### config.mk
export PLATFORM = sky130hd
export DESIGN_NAME = uart_rx_sipo
export DESIGN_NICKNAME = d
export VERILOG_FILES = /design/src/rtl/uart_pkg.sv /design/src/rtl/uart_rx_sync.sv /design/src/rtl/uart_rx_sipo.sv
export SDC_FILE = /design/constraint.sdc
export NUM_CORES = 1
export LEC_CHECK = 0
export CAP_MARGIN = 30
export CORE_MARGIN = 1
export CORE_UTILIZATION = 56
export CTS_CLUSTER_SIZE = 40
export DETAILED_ROUTE_END_ITERATION = 12
export GPL_TIMING_DRIVEN = 0
export PLACE_DENSITY = 0.86
export REMOVE_ABC_BUFFERS = 1
export SLEW_MARGIN = 40
export SYNTH_ARGS = -nofsm -noshare
export SYNTH_HDL_FRONTEND = slang
export SYNTH_SLANG_ARGS = --single-unit
export TNS_END_PERCENT = 10
### constraint.sdc
create_clock -name baud_clk -period 2.2 [get_ports baud_clk]
set_input_delay 0.22 -clock baud_clk [delete_from_list [all_inputs] [get_ports baud_clk]]
set_output_delay 0.22 -clock baud_clk [all_outputs]
set_load 0.02 [all_outputs]
### src/rtl/uart_pkg.sv
// UART shared definitions: receiver state encoding, parity codes,
// default oversampling ratio and the bit-vote helper.
package uart_pkg;

  localparam int OVERSAMPLE_DEF = 16;

  localparam logic [1:0] PAR_NONE = 2'b00;
  localparam logic [1:0] PAR_ODD  = 2'b01;
  localparam logic [1:0] PAR_EVEN = 2'b10;

  typedef enum logic [2:0] {
    IDLE,
    START,
    DATA,
    PARITY,
    STOP1,
    STOP2
  } uart_rx_state_e;

  function automatic logic maj3(
    input logic a,
    input logic b,
    input logic c
  );
    return (a & b) | (a & c) | (b & c);
  endfunction

endpackage

### src/rtl/uart_rx_sync.sv
// Two-flop synchronizer for the serial line plus falling-edge
// detector; o_valid rises once the flops carry real line samples.
module uart_rx_sync (
  input  logic clk,
  input  logic rst_n,
  input  logic i_rx,
  output logic o_rx_s,
  output logic o_fall,
  output logic o_valid
);

  logic       r_meta;
  logic       r_sync;
  logic       r_prev;
  logic [1:0] r_warm;

  always_ff @(posedge clk or negedge rst_n) begin
    if (!rst_n) begin
      r_meta <= 1'b1;
      r_sync <= 1'b1;
      r_prev <= 1'b1;
      r_warm <= 2'b00;
    end else begin
      r_meta <= i_rx;
      r_sync <= r_meta;
      r_prev <= r_sync;
      r_warm <= {r_warm[0], 1'b1};
    end
  end

  assign o_rx_s  = r_sync;
  assign o_fall  = r_prev & ~r_sync;
  assign o_valid = r_warm[1];

endmodule

### src/rtl/uart_rx_sipo.sv
// Oversampling UART receiver: 7/8 data bits, optional parity,
// one or two stop bits, 3-sample majority vote per bit.
module uart_rx_sipo
  import uart_pkg::*;
#(
  parameter int OVERSAMPLE = OVERSAMPLE_DEF
) (
  input  logic       baud_clk,
  input  logic       arst_n,
  input  logic       rx,
  input  logic       rx_en,
  input  logic       data_length,
  input  logic       stop_bits,
  input  logic [1:0] parity_type,
  output logic [7:0] data_out,
  output logic       rx_done,
  output logic       rx_active,
  output logic       parity_error,
  output logic       frame_error,
  output logic       start_error
);

  localparam int TW = $clog2(OVERSAMPLE);
  localparam logic [TW-1:0] T_LAST = TW'(OVERSAMPLE - 1);
  localparam logic [TW-1:0] T_S0   = TW'(OVERSAMPLE / 2 - 1);
  localparam logic [TW-1:0] T_S1   = TW'(OVERSAMPLE / 2);
  localparam logic [TW-1:0] T_S2   = TW'(OVERSAMPLE / 2 + 1);
  // Start tick absorbs sync + edge-detect delay so votes sit mid-bit.
  localparam logic [TW-1:0] T_ENTRY = TW'(3);

  uart_rx_state_e r_state;
  uart_rx_state_e w_next;

  logic [TW-1:0] r_tick;
  logic [2:0]    r_bit;
  logic [1:0]    r_smp;
  logic [7:0]    r_shift;
  logic          r_len8;
  logic          r_stop2;
  logic [1:0]    r_par;
  logic          r_pacc;
  logic          r_perr;
  logic          r_ferr;
  logic          r_armed;

  logic w_rx_s;
  logic w_fall;
  logic w_valid;
  logic w_start;
  logic w_vote;
  logic w_vote_tick;
  logic w_tick_last;
  logic w_bit_last;
  logic w_par_en;
  logic w_done;
  logic w_serr;
  logic w_enter;

  uart_rx_sync u_sync (
    .clk     (baud_clk),
    .rst_n   (arst_n),
    .i_rx    (rx),
    .o_rx_s  (w_rx_s),
    .o_fall  (w_fall),
    .o_valid (w_valid)
  );

  assign w_start     = r_armed & w_fall;
  assign w_vote      = maj3(r_smp[0], r_smp[1], w_rx_s);
  assign w_vote_tick = (r_tick == T_S2);
  assign w_tick_last = (r_tick == T_LAST);
  assign w_bit_last  = (r_bit == (r_len8 ? 3'd7 : 3'd6));
  assign w_par_en    = (r_par == PAR_ODD) | (r_par == PAR_EVEN);
  assign w_enter     = (r_state == IDLE) & (w_next == START);
  assign rx_active   = (r_state != IDLE);

  always_ff @(posedge baud_clk or negedge arst_n) begin
    if (!arst_n) r_state <= IDLE;
    else         r_state <= w_next;
  end

  always_comb begin
    w_next = r_state;
    w_done = 1'b0;
    w_serr = 1'b0;
    if (!rx_en) begin
      w_next = IDLE;
    end else begin
      unique case (r_state)
        IDLE:
          if (w_start) w_next = START;
        START:
          if (w_vote_tick && w_vote) begin
            w_next = IDLE;
            w_serr = 1'b1;
          end else if (w_tick_last) begin
            w_next = DATA;
          end
        DATA:
          if (w_tick_last && w_bit_last)
            w_next = w_par_en ? PARITY : STOP1;
        PARITY:
          if (w_tick_last) w_next = STOP1;
        STOP1:
          if (w_vote_tick && !r_stop2) begin
            w_next = IDLE;
            w_done = 1'b1;
          end else if (w_tick_last) begin
            w_next = STOP2;
          end
        STOP2:
          if (w_vote_tick) begin
            w_next = IDLE;
            w_done = 1'b1;
          end
        default:
          w_next = IDLE;
      endcase
    end
  end

  always_ff @(posedge baud_clk or negedge arst_n) begin
    if (!arst_n) begin
      r_tick       <= '0;
      r_bit        <= '0;
      r_smp        <= '0;
      r_shift      <= '0;
      r_len8       <= 1'b0;
      r_stop2      <= 1'b0;
      r_par        <= PAR_NONE;
      r_pacc       <= 1'b0;
      r_perr       <= 1'b0;
      r_ferr       <= 1'b0;
      r_armed      <= 1'b0;
      data_out     <= '0;
      rx_done      <= 1'b0;
      parity_error <= 1'b0;
      frame_error  <= 1'b0;
      start_error  <= 1'b0;
    end else begin
      rx_done     <= w_done;
      start_error <= w_serr;

      if (w_next == IDLE)   r_tick <= '0;
      else if (w_enter)     r_tick <= T_ENTRY;
      else if (w_tick_last) r_tick <= '0;
      else                  r_tick <= r_tick + 1'b1;

      if (r_tick == T_S0) r_smp[0] <= w_rx_s;
      if (r_tick == T_S1) r_smp[1] <= w_rx_s;

      // Re-arm only on a genuine high line, so a held-low break
      // or a low line at reset release never looks like a start.
      if (w_enter)
        r_armed <= 1'b0;
      else if (r_state == IDLE && w_valid && w_rx_s)
        r_armed <= 1'b1;

      if (w_enter) begin
        r_len8  <= data_length;
        r_stop2 <= stop_bits;
        r_par   <= parity_type;
        r_bit   <= '0;
        r_pacc  <= 1'b0;
        r_perr  <= 1'b0;
        r_ferr  <= 1'b0;
      end

      if (w_vote_tick) begin
        case (r_state)
          DATA: begin
            r_shift <= {w_vote, r_shift[7:1]};
            r_pacc  <= r_pacc ^ w_vote;
          end
          PARITY:
            r_perr <= (r_pacc ^ w_vote) != (r_par == PAR_ODD);
          STOP1:
            r_ferr <= ~w_vote;
          default: ;
        endcase
      end

      if (r_state == DATA && w_tick_last)
        r_bit <= r_bit + 3'd1;

      if (w_done) begin
        data_out     <= r_len8 ? r_shift
                               : {1'b0, r_shift[7:1]};
        parity_error <= r_perr;
        frame_error  <= r_ferr | ~w_vote;
      end
    end
  end

endmodule

==> flow_summary.json, run 1 <==
{
  "crit_fanout": 13,
  "gr-total-overflow": 0,
  "max_freq_mhz": 468.2,
  "clock_skew_ns": 0.007729,
  "ys_async_sr_fraction_pct": 100.0,
  "ys.flop_type": "dfrtp_1",
  "dp_worst_setup_slack_ns": -0.2070,
  "finish.instance_area_sq_um": 2456,
  "combPwrFrac_pct": 11.9,
  "yosysSeqAreaShare_pct": 52.62,
  "grt_start_max_net_pins": 46,
  "drive_above_1_share_pct": 15.31,
  "synth.area.top_cells": "dfrtp_1 (49%), mux2_2 (6.8%), mux2i_1 (4.2%)",
  "cts_buffers": 5,
  "synth_top_area_share_pct": 48.95,
  "hold_path_depth": 1,
  "gr-usage-all-layers_pct": 20.70,
  "synth_top_area_cell": "dfrtp_1",
  "ir_drop_uv": 425.6,
  "leakagePower_nw": 1.145,
  "p_switching_mw": 0.4356,
  "area_growth_syn_to_layout_pct": 14.39,
  "layout_setup_ws_ns": 0.06411,
  "p_int_mw": 1.330,
  "die_h_um": 63.92,
  "synth_edf_count": 0,
  "critPathCaptureType": "flop",
  "cp.required_ns": 2.39,
  "dp_cells": 248,
  "synth_seq_cells": 45,
  "gp_congestion": 0.8622,
  "ant_nets": 0,
  "fin_cells": 257,
  "row_count": 22,
  "gr-max-usage-layer": "met2",
  "syn_area_per_cell_sq_um": 11.18,
  "maxSlewHeadroom_pct": 62.37,
  "io_buffers": 20,
  "use_met2_pct": 32.85,
  "grt_pass1_wl_mm": 6.396,
  "ys_types": 48,
  "path_clk_slew_ns": 0.08,
  "drt_pass1_iterations": 4,
  "synth_warnings": 0,
  "diodes": 0,
  "outcome": "complete, no violations",
  "hold_path.class": "input port to flop",
  "drt_iter0_drc": 72,
  "met1_usage_pct": 26.90,
  "cts_root_buffer": "clkbuf_8",
  "period_share_pct": 97.09,
  "routed_wl_mm": 3.727,
  "drc": 0,
  "cts_tree": "yes",
  "wire_per_inst_um": 14.50,
  "via_per_inst": 5.623,
  "grt_pass1_vias": 1420,
  "drv_slew": 0,
  "critPathArrivalTime_ns": 2.32,
  "numClockSinks": 45,
  "drv_cap": 0,
  "synthesis.area_sq_um": 2147,
  "swShare_pct": 24.68,
  "die_w_um": 63.92,
  "clk_latency_ns": 0.30,
  "htreeDepth": 2,
  "crit_type": "flop to flop",
  "synth_cells": 192,
  "start_kind": "flop",
  "num_vias": 1445,
  "hold_viol_final": 0,
  "initial_core_util_pct": 58.65,
  "groute.layer.met3.usage_pct": 5.357,
  "core_area_sq_um": 3661,
  "antenna_found_initial": 0,
  "worst_pin_slew_ns": 0.5594,
  "power-per-cell-area_nw_per_um2": 718.7,
  "layout_min_cycle_time_ns": 2.136,
  "io_pins": 21,
  "worst_hold_slack_ns": 0.3209,
  "die_area_sq_um": 4086,
  "cts.path.max_buffers": 2,
  "layout_commonest_cell": "dfrtp_1",
  "clock_power_share_pct": 34.5,
  "mostFrequentLayoutCells": "dfrtp_1 (42), clkdlybuf4s50_1 (19), mux2_2 (13), nand2_1 (12), nor2_1 (12)",
  "finalNetCount": 221,
  "pwr-share-seq_pct": 53.6,
  "dp_hpwl_mm": 2.504,
  "setup-violations-final": 0,
  "finish.utilization_pct": 67.09,
  "place_area_sq_um": 2317,
  "reg2reg_depth": 6
}
## worst max-delay path: stages (launching register included)
cell	delay (ns)
dfrtp_1	0.39
ha_1	0.35
nor4b_2	0.29
nand4_1	0.16
o21ai_2	0.13
and3_4	0.34
mux2_2	0.35
## routing by layer
metal / share of wire [%] / up-vias / routed length (um)
li1: - / 700 / -
met1: 46 / 711 / 1726
met2: 49 / 27 / 1815
met3: 3.4 / 7 / 125
met4: 1.6 / 0 / 59
met5: 0 / - / 0
## logic make-up after synthesis
| kind of cell | Yosys count | synth area share, % |
|---|---|---|
| AND/OR/NAND/NOR | 57 | 14.74 |
| buffers and inverters | 22 | 5.828 |
| multiplexers | 23 | 11.71 |
| flip-flops | 45 | 52.62 |
| XOR/XNOR | 4 | 1.632 |
| other | 1 | 0.1747 |
| adder cells (fa/ha/maj) | 6 | 3.380 |
| AO/OA/AOI/OAI | 34 | 9.907 |
## stage by stage
stage          setup TNS (ns)  total power, mW
2_1_floorplan               0            1.088
3_5_place_dp          -0.8781            1.164
3_3_place_gp           -8.873            1.153
6_report                    0            1.765
4_1_cts                     0            1.770
5_1_grt               -0.1364            1.845
## sequential cells by signal, indices dropped and copies added (netlist names), 2 cells and up
name / flops
r_shift: 8
data_out: 8
r_state: 3
r_par: 2
u_sync.r_warm: 2
r_tick: 4
r_smp: 2
r_bit: 3
## path summary, 6_finish.rpt
kind / startpoint / endpoint / slack, ns
setup / recovery: r_par[0] / r_par[1] / 0.06
hold / removal: rx / u_sync.r_meta / 0.32
setup reg to reg: r_par[0] / r_par[1] / 0.06
hold reg to reg: u_sync.r_warm[0] / u_sync.r_warm[1] / 0.35
max in group asynchronous: arst_n / u_sync.r_prev / 1.37
min in group asynchronous: arst_n / data_out[6] / 0.45
## power by group through the flow
stage,Sequential (mW),Clock (mW),Combinational (mW)
after floorplan,0.944,0,0.144
after global placement,0.958,0,0.194
after detailed placement,0.961,0,0.203
after CTS,0.944,0.618,0.207
after global routing,0.955,0.653,0.238
final,0.946,0.609,0.211
## Yosys cell counts, drive strengths merged, types with 3 or more instances
cell type / count
dfrtp: 42
mux2: 14
nand2: 12
nor2: 12
a21oi: 11
inv: 10
buf: 9
mux2i: 9
o21ai: 8
or3: 6
ha: 5
nand3: 5
o22ai: 4
and3: 3
clkbuf: 3
dfstp: 3
nand2b: 3
nor3b: 3
## area by class of cell
| class | count | area [sq um] |
|---|---|---|
| timing repair buffer | 21 | 207.7 |
| sequential | 45 | 1130 |
| tap | 48 | 60.06 |
| inverter | 10 | 37.54 |
| multi-input combinational | 125 | 913.4 |
| clock inverter | 2 | 35.03 |
| clock buffer | 6 | 72.57 |
| fill | 271 | 1205 |
## timing repair
action / CTS / global route
hold endpoints to repair: 42 / 0
resized for setup: 3 / 3
setup buffers: 0 / 0
hold buffers: 1 / 0
setup endpoints to repair: 8 / 5
gates cloned: 0 / 0
No activity file was read; power rests on OpenSTA's default activity.
==> run 2: changes to the inputs <==
--- a/config.mk
+++ b/config.mk
@@ -6,6 +6,7 @@
 export NUM_CORES = 1
 export LEC_CHECK = 0
 export CAP_MARGIN = 30
+export CORE_ASPECT_RATIO = 1.2
 export CORE_MARGIN = 1
 export CORE_UTILIZATION = 56
 export CTS_CLUSTER_SIZE = 40
==> run 2 against run 1 <==
Clock skew increased by 0.0025 ns. Clock-buffer cell count unchanged. Worst setup slack improved by 0.048 ns. Global-route usage down 0.43 points. Via count down 0.76%. Sequential power barely moved. Combinational power is 3% higher. Core utilization grew 0.84 points. First-iteration DRC count fell by 22%. Critical path type is now flop to primary output. Critical endpoint is now rx_active. Largest power group unchanged. Highest routed layer unchanged.
==> flow_summary.json, run 2 (synthesis results as in run 1) <==
{
  "outcome": "complete, no violations",
  "layout_commonest_cell": "dfrtp_1",
  "cts.path.max_buffers": 2,
  "p_int_mw": 1.366,
  "swShare_pct": 24.30,
  "antenna_found_initial": 0,
  "cts_root_buffer": "clkbuf_8",
  "routed_wl_mm": 3.669,
  "drc": 0,
  "postCtsSetupBuffers": 0,
  "fill_cells": 286,
  "pwr-share-seq_pct": 52.5,
  "core_area_sq_um": 3664,
  "maxSlewHeadroom_pct": 57.87,
  "top_regs": "data_out: 8 flops, r_shift: 8 flops, r_tick: 4 flops",
  "power-per-cell-area_nw_per_um2": 725.2,
  "grt_pass1_vias": 1419,
  "critPathArrivalTime_ns": 1.87,
  "cp_num_buf_inv": 2,
  "die_h_um": 69.83,
  "grt_pass1_wl_mm": 6.258,
  "wire_per_inst_um": 14.00,
  "p_switching_mw": 0.4385,
  "grt_start_max_net_pins": 35,
  "multi_input_area_sq_um": 908.4,
  "gr-usage-all-layers_pct": 20.26,
  "place_area_sq_um": 2342,
  "critPathCaptureType": "primary output",
  "crit_fanout": 10,
  "area_growth_syn_to_layout_pct": 15.91,
  "gr-total-overflow": 0,
  "numClockSinks": 45,
  "drive_above_1_share_pct": 15.71,
  "clk_latency_ns": 0.29,
  "clock_skew_ns": 0.01021,
  "io_pins": 21,
  "critPathMaxStageDelay_ns": 0.56,
  "leakagePower_nw": 1.155,
  "total_power_mw": 1.805,
  "die_area_sq_um": 4087,
  "cp_cell_sequence": "nor3_1, inv_1, clkdlybuf4s50_1",
  "ir_drop_uv": 352.8,
  "regArea_sq_um": 1130,
  "setup-violations-final": 0,
  "path_clk_slew_ns": 0.08,
  "fin_cells": 262,
  "worst_pin_slew_ns": 0.6263,
  "drv_cap": 0,
  "mostFrequentLayoutCells": "dfrtp_1 (42), clkdlybuf4s50_1 (19), mux2_2 (13), nand2_1 (12), nor2_1 (12)",
  "start_kind": "flop",
  "finish.utilization_pct": 67.93,
  "cts_buffers": 5,
  "drt_pass1_iterations": 4,
  "cp.required_ns": 1.98,
  "dp_cells": 253,
  "dp_hpwl_mm": 2.497,
  "clock_power_share_pct": 35.4,
  "hold_path.class": "input port to asynchronous set/reset pin",
  "via_per_inst": 5.473,
  "crit_type": "flop to primary output",
  "diodes": 0,
  "period_share_pct": 94.89,
  "die_w_um": 58.53,
  "ant_nets": 0,
  "row_count": 24,
  "finalNetCount": 222,
  "drt_iter0_drc": 56,
  "combPwrFrac_pct": 12.1,
  "critPathSlowestCell": "clkdlybuf4s50_1",
  "layout_min_cycle_time_ns": 2.088,
  "drv_slew": 0,
  "htreeDepth": 2,
  "hold_viol_final": 0,
  "critPathTopFamily": "buffers and inverters",
  "num_vias": 1434,
  "max_freq_mhz": 479.0,
  "rsz0062_at_grt": "false",
  "io_buffers": 20,
  "finish.instance_area_sq_um": 2489,
  "initial_core_util_pct": 58.61,
  "gp_congestion": 0.8385,
  "cts_tree": "yes"
}
-- run 2: changes by cell type in the layout (fill, tap and decap cells not counted) --
cell / before / now
nor3_2: 1 / 0
clkbuf_8: 5 / 6
nor3_1: 0 / 1
clkbuf_1: 1 / 0
buf_12: 0 / 1
clkinv_2: 1 / 0
clkinvlp_4: 0 / 1
-- run 2: final cells by class --
type | instances | share of cell area, %
clock buffer | 6 | 3.318
clock inverter | 2 | 1.508
inverter | 10 | 1.508
multi-input combinational | 125 | 36.50
sequential | 45 | 45.40
tap | 52 | 2.614
timing repair buffer | 22 | 9.150
-- run 2: final timing paths --
check                                    to  slack (ns)        startpoint  cells past startpoint
max                               rx_active        0.11        r_state[2]                      3
min in group baud_clk         u_sync.r_meta        0.33                rx                      1
max in group asynchronous     u_sync.o_rx_s        1.41            arst_n                      3
min                                 r_stop2        0.30            arst_n                      2
min reg2reg                u_sync.r_warm[1]        0.35  u_sync.r_warm[0]                      0
max reg2reg                        r_par[1]        0.11          r_par[0]                      6
-- run 2: timing repair --
item,CTS,global route
resized for setup,3,2
endpoints found under the hold margin,11,0
hold buffers,1,0
endpoints found under the setup margin,9,4
-- run 2: per-layer routing --
layer,vias up,wire [um],track usage (%)
met5,-,0,0
met4,0,72,8.730
met3,9,132,6.157
met2,29,1851,32.18
met1,695,1612,25.25
li1,701,-,-
-- run 2: power by group through the flow --
stage | registers, mW | clock network [mW] | logic, mW
6_report | 0.948 | 0.638 | 0.218
2_1_floorplan | 0.944 | 0 | 0.144
3_3_place_gp | 0.961 | 0 | 0.197
5_1_grt | 0.958 | 0.689 | 0.245
4_1_cts | 0.947 | 0.660 | 0.216
3_5_place_dp | 0.964 | 0 | 0.211
-- run 2: per-stage QoR --
| step | TNS [ns] | setup slack (ns) | hold slack, ns |
|---|---|---|---|
| after floorplan | 0 | 0.1534 | -0.07559 |
| after global placement | -11.53 | -0.2573 | 0.3320 |
| after detailed placement | -1.720 | -0.2789 | 0.07574 |
| after CTS | 0 | 0.07834 | 0.3052 |
| after global routing | 0 | 0.001914 | 0.3076 |
| final | 0 | 0.1125 | 0.3043 |
